[src/rtl/uart_tx_frame.sv]
// ---------------------------------------------------------------------------
// uart_tx_frame
//
// Serializing UART transmitter for the guesser board. Accepts one ASCII guess
// byte per valid/ready handshake and shifts it out as a UART frame:
// start bit (0), eight data bits LSB first, an optional even-parity bit and
// one stop bit (1). A one-entry holding register lets the producer queue the
// next byte while the current frame is still on the line. A frame that ends
// with the holding register full is followed immediately by the next start
// bit, with no idle gap between the two frames.
//
// Parameters:
//   CLKS_PER_BIT - clock cycles per serial bit (must be >= 2)
//   PARITY_EN    - 1 inserts an even-parity bit after data bit 7, 0 omits it
//
// Ports:
//   clk       in   system clock, all state updates on the rising edge
//   nRst      in   asynchronous active-low reset
//   tx_byte   in   [7:0] byte to send, sampled only on acceptance
//   tx_valid  in   producer has a byte on tx_byte
//   tx_ready  out  holding register empty; accept when tx_valid && tx_ready
//   tx_serial out  serial line, idle high, driven straight from a flop
//   tx_busy   out  high while a frame is on the line (START through STOP)
//   tx_done   out  one-cycle pulse after the stop bit of a frame completes
// ---------------------------------------------------------------------------
module uart_tx_frame #(
    parameter int CLKS_PER_BIT = 100,
    parameter int PARITY_EN    = 1
) (
    input  logic       clk,
    input  logic       nRst,
    input  logic [7:0] tx_byte,
    input  logic       tx_valid,
    output logic       tx_ready,
    output logic       tx_serial,
    output logic       tx_busy,
    output logic       tx_done
);

    // The baud counter only has to reach CLKS_PER_BIT-1.
    localparam int              CNT_W   = $clog2(CLKS_PER_BIT);
    localparam logic [CNT_W-1:0] CNT_MAX = CNT_W'(CLKS_PER_BIT - 1);

    typedef enum logic [2:0] {
        IDLE,
        START,
        DATA,
        PARITY,
        STOP
    } state_t;

    state_t           state;
    logic [CNT_W-1:0] baud_cnt;
    logic [2:0]       bit_idx;
    logic [7:0]       shift_reg;
    logic             parity_bit;
    logic [7:0]       hold_data;
    logic             hold_full;
    logic             bit_end;

    // High on the last clock of the current serial bit.
    assign bit_end = (baud_cnt == CNT_MAX);

    // Single registered FSM. tx_serial, tx_busy, tx_ready and tx_done are
    // all assigned here so they come straight from flops and never glitch.
    // tx_serial is written together with the state change, so the line
    // already carries the new bit value in the first cycle of that bit.
    //
    // Parity is captured from the byte at load time: the shift register is
    // destroyed as it shifts, so it cannot be used to recompute parity later.
    //
    // The acceptance branch and the load branches never fire on the same
    // edge, because acceptance needs tx_ready=1 (holding register empty)
    // while a load needs the holding register full.
    always_ff @(posedge clk or negedge nRst) begin
        if (!nRst) begin
            state      <= IDLE;
            baud_cnt   <= '0;
            bit_idx    <= 3'd0;
            shift_reg  <= 8'h00;
            parity_bit <= 1'b0;
            hold_data  <= 8'h00;
            hold_full  <= 1'b0;
            tx_ready   <= 1'b1;
            tx_serial  <= 1'b1;
            tx_busy    <= 1'b0;
            tx_done    <= 1'b0;
        end else begin
            tx_done <= 1'b0;

            if (tx_valid && tx_ready) begin
                hold_data <= tx_byte;
                hold_full <= 1'b1;
                tx_ready  <= 1'b0;
            end

            case (state)
                IDLE: begin
                    baud_cnt  <= '0;
                    tx_serial <= 1'b1;
                    tx_busy   <= 1'b0;
                    if (hold_full) begin
                        shift_reg  <= hold_data;
                        parity_bit <= ^hold_data;
                        hold_full  <= 1'b0;
                        tx_ready   <= 1'b1;
                        bit_idx    <= 3'd0;
                        state      <= START;
                        tx_serial  <= 1'b0;
                        tx_busy    <= 1'b1;
                    end
                end

                START: begin
                    if (bit_end) begin
                        baud_cnt  <= '0;
                        state     <= DATA;
                        tx_serial <= shift_reg[0];
                    end else begin
                        baud_cnt <= baud_cnt + 1'b1;
                    end
                end

                DATA: begin
                    if (bit_end) begin
                        baud_cnt <= '0;
                        if (bit_idx == 3'd7) begin
                            if (PARITY_EN != 0) begin
                                state     <= PARITY;
                                tx_serial <= parity_bit;
                            end else begin
                                state     <= STOP;
                                tx_serial <= 1'b1;
                            end
                        end else begin
                            // Next data bit is the one about to reach bit 0.
                            shift_reg <= {1'b0, shift_reg[7:1]};
                            tx_serial <= shift_reg[1];
                            bit_idx   <= bit_idx + 3'd1;
                        end
                    end else begin
                        baud_cnt <= baud_cnt + 1'b1;
                    end
                end

                PARITY: begin
                    if (bit_end) begin
                        baud_cnt  <= '0;
                        state     <= STOP;
                        tx_serial <= 1'b1;
                    end else begin
                        baud_cnt <= baud_cnt + 1'b1;
                    end
                end

                STOP: begin
                    if (bit_end) begin
                        baud_cnt <= '0;
                        tx_done  <= 1'b1;
                        if (hold_full) begin
                            // Queued byte: go straight into its start bit.
                            shift_reg  <= hold_data;
                            parity_bit <= ^hold_data;
                            hold_full  <= 1'b0;
                            tx_ready   <= 1'b1;
                            bit_idx    <= 3'd0;
                            state      <= START;
                            tx_serial  <= 1'b0;
                            tx_busy    <= 1'b1;
                        end else begin
                            state     <= IDLE;
                            tx_serial <= 1'b1;
                            tx_busy   <= 1'b0;
                        end
                    end else begin
                        baud_cnt <= baud_cnt + 1'b1;
                    end
                end

                default: begin
                    state     <= IDLE;
                    baud_cnt  <= '0;
                    tx_serial <= 1'b1;
                    tx_busy   <= 1'b0;
                end
            endcase
        end
    end

endmodule

[config.mk]
export PLATFORM = sky130hd
export DESIGN_NAME = uart_tx_frame
export DESIGN_NICKNAME = d
export VERILOG_FILES = /design/src/rtl/uart_tx_frame.sv
export SDC_FILE = /design/constraint.sdc
export NUM_CORES = 1
export LEC_CHECK = 0
export BUFFER_PORTS_ARGS = -buffer_cell sky130_fd_sc_hd__buf_2
export CAP_MARGIN = 20
export CORE_MARGIN = 2
export CORE_UTILIZATION = 58
export DETAILED_ROUTE_END_ITERATION = 16
export PLACE_DENSITY = 0.83
export SKIP_CTS_REPAIR_TIMING = 1
export SYNTH_ARGS = -nofsm -noshare
export SYNTH_HDL_FRONTEND = slang
export SYNTH_SLANG_ARGS = --single-unit
[constraint.sdc]
create_clock -name clk -period 2.7 [get_ports clk]
set_input_delay 0.27 -clock clk [delete_from_list [all_inputs] [get_ports clk]]
set_output_delay 0.27 -clock clk [all_outputs]
set_load 0.01 [all_outputs]
==> impl_metrics.toml <==
[finish]
final_net_count = 175
area.sequential_sq_um = 878
final_common_cell = "sky130_fd_sc_hd__dfrtp_1"
final.fill_count = 227
finalCoreUtilization_pct = 67.5
multi_input_comb_area_sq_um = 813
mostFrequentLayoutCells = "33 x sky130_fd_sc_hd__dfrtp_1, 16 x sky130_fd_sc_hd__mux2_2, 14 x sky130_fd_sc_hd__buf_2"
antenna_diode_count = 0
relative_area_change_from_synthesis_to_final_layout_pct = 8.61
postLayoutCellArea_sq_um = 1890
proportion_of_layout_cells_with_a_drive_suffix_above_1_pct = 32.9

[drt]
via_per_inst = 5.67
routed_wire_length_per_instance_microns = 15.4
drt_pre_antenna_iters = 4
ant_nets = 0
drt-total-wl_mm = 2.96
drt-initial-drc-count = 39
detailroute.via_count = 1088
route.detailed.drc = 0

[logic_synthesis]
synthesis.instances = 143
synth.top_cell.area_share_pct = 47.3
synth_nets = 157
synth_seq_cells = 35
synth_sequential_area_ratio_pct = 50.4
yosys.area.top_type = "sky130_fd_sc_hd__dfrtp_1"
synth.cell_area_sq_um = 1740
yosys.cell_types.count = 39
synth_xor_area_share_pct = 7.03
synth-compound-area-share_pct = 6.67
synth_top_family_by_area = "multiplexers"
synth_fa_ha_area_share_pct = 2.15
post_synth_mux_area_share_pct = 19.2
synthSimpleGateAreaFrac_pct = 11.5
synthesis.area_per_instance_sq_um = 12.2
netlist_top_cells_area = "sky130_fd_sc_hd__dfrtp_1 47%, sky130_fd_sc_hd__mux2_2 10%, sky130_fd_sc_hd__mux2_4 6.0%, sky130_fd_sc_hd__xnor2_1 4.5%, sky130_fd_sc_hd__dfstp_2 3.0%"
synth_warnings = 0

[floorplan]
die_h_microns = 58.8
floorplan.core_area_sq_um = 2810
design.portCount = 15
floorplan.initialDensity_pct = 62.2
std_cell_rows = 19
die_area_sq_um = 3460
die_width_microns = 58.8

[sta]
achievable-frequency_mhz = 457
period_needed_ns = 2.19
finalSetupViolCount = 0
hold_slack_ns = -0.0176
min_period_over_period_pct = 81.0
final_max_slew_viol_count = 0
hold_violations = 12
grt_setup_unrepaired = "false"
fin_ws_ns = 0.512
worst_slew_pin_slew_ns = 0.742
tns_ns = 0
fin_skew_ns = 0.0220
timing.slew.headroom_pct = 50.6

[critical_path]
maximum_fanout_along_the_worst_path = 8
timing_worst_setup_path_type = "flip-flop to flip-flop"
critical_path_at_ns = 2.40
cpPeakStageDelay_ns = 0.41
critPathCaptureType = "flip-flop"
timing.critical_path.required_ns = 2.91
crit_path_cell_trace = "ha_1 -> ha_1 -> nor3b_1 -> o211ai_2 -> a21oi_2 -> buf_4 -> mux2_2"
critical-path-top-cell-by-count = "sky130_fd_sc_hd__ha_1"
startpoint_type = "flip-flop"
crit_slowest_cell = "sky130_fd_sc_hd__dfrtp_1"

[clock_network]
cts_clock_pin_slew_for_the_worst_setup_and_hold_paths_ns = 0.11
cts_tree = "yes"
cts_max_level = 2
tritoncts_num_sinks = 35
clk_root_buffer_cell = "sky130_fd_sc_hd__clkbuf_4"
tritoncts.num_buffers = 5
clockBufferDepth = 2
clock_insertion_delay_worst_skew_ns = 0.34

[global_routing]
globalRoute.totalOverflow = 0
grt_antenna_before_repair = 0
track_usage_pct = 20.4
grt_pass1_vias = 1154
grt_max_degree = 36
grt_pass1_wl_mm = 5.06

[min_path]
holdCritPathClass = "primary input to async pin"

[place]
gp_routability_congestion = 0.825
placed_cell_area_sq_um = 1840
numPortBuffers = 14
detailed_placement_hpwl_mm = 2.13
pre_cts_ws_ns = 0.539

[run_status]
violated_checks = "hold timing"
result_of_the_run = "complete, but fails checks"

[power]
ir_worst_vdd_v = 0.000670
powerDensity_nw_per_um2 = 1020
leakage_nw = 0.863

[flow_run]
max_cap_viol_count = 0
-- area by class of cell --
class	count	area share [%]
clock buffer	6	2.71
multi-input combinational	97	42.9
tap	31	2.05
timing repair buffer	16	4.49
inverter	6	1.19
sequential	35	46.4
clock inverter	1	0.264
-- critical path: cells and delay by family (launching register included) --
kind                     cells  cell delay (ns)
multiplexers                 1             0.35
flip-flops                   1             0.41
AND/OR/NAND/NOR              1             0.23
adder cells (fa/ha/maj)      2             0.43
AO/OA/AOI/OAI                2             0.39
buffers and inverters        1             0.25
-- Yosys cell counts (all sizes together) --
master,count
mux2i,5
or2,1
nor4b,1
inv,6
a21o,1
a41oi,1
clkbuf,1
nand3b,1
nor3b,3
nand2b,1
xnor2,9
nor2b,2
nand2,7
nand3,4
a21boi,2
a22o,1
nor2,10
buf,4
and3,3
a21oi,2
dfrtp,33
o211ai,1
a32o,1
dfstp,2
xor2,5
o21ai,5
and2,2
a31oi,1
a211o,1
nor3,1
mux2,23
ha,3
-- routing by layer --
metal  up-vias  wire, microns  global-route usage [%]
met5         -              0                       0
met4         0             31                    8.77
met3         2            120                    7.47
met2        25           1570                    34.4
met1       529           1240                    23.1
li1        532              -                       -
-- cells by family (layout without fill, tap and decap cells) --
kind of cell / after synthesis / after routing
AOI/OAI and AO/OA: 16 / 16
buffers and inverters: 11 / 29
DFF: 35 / 35
adders and majority gates: 3 / 3
xor gates and xnor gates: 14 / 14
muxes: 28 / 28
and+or+nand+nor: 36 / 36
-- final timing paths --
check,start,to,slack [ns],cells after the start
max,bit_idx[0],shift_reg[3],0.51,7
min,nRst,baud_cnt[3],-0.02,1
max reg2reg,bit_idx[0],shift_reg[3],0.51,7
min reg2reg,tx_serial,tx_serial,0.48,2
max in group asynchronous,nRst,bit_idx[1],2.23,1
min in group clk,tx_valid,tx_ready,0.11,2
-- per-stage QoR --
stage / power (W) / instances / hold WS (ns)
floorplan: 0.00148 / 143 / -0.0256
global placement: 0.00161 / 185 / 0.367
detailed placement: 0.00165 / 185 / 0.378
CTS: 0.00195 / 192 / -0.00494
global route: 0.00207 / 192 / 0.0326
finish: 0.00192 / 192 / -0.0176
-- where the power goes --
group / switching [W] / total [W] / internal, W
Clock: 0.000166 / 0.000287 / 0.000121
Combinational: 0.000292 / 0.000715 / 0.000423
Sequential: 0.000183 / 0.000921 / 0.000737
Note: power is estimated with default switching activity, not from simulation.
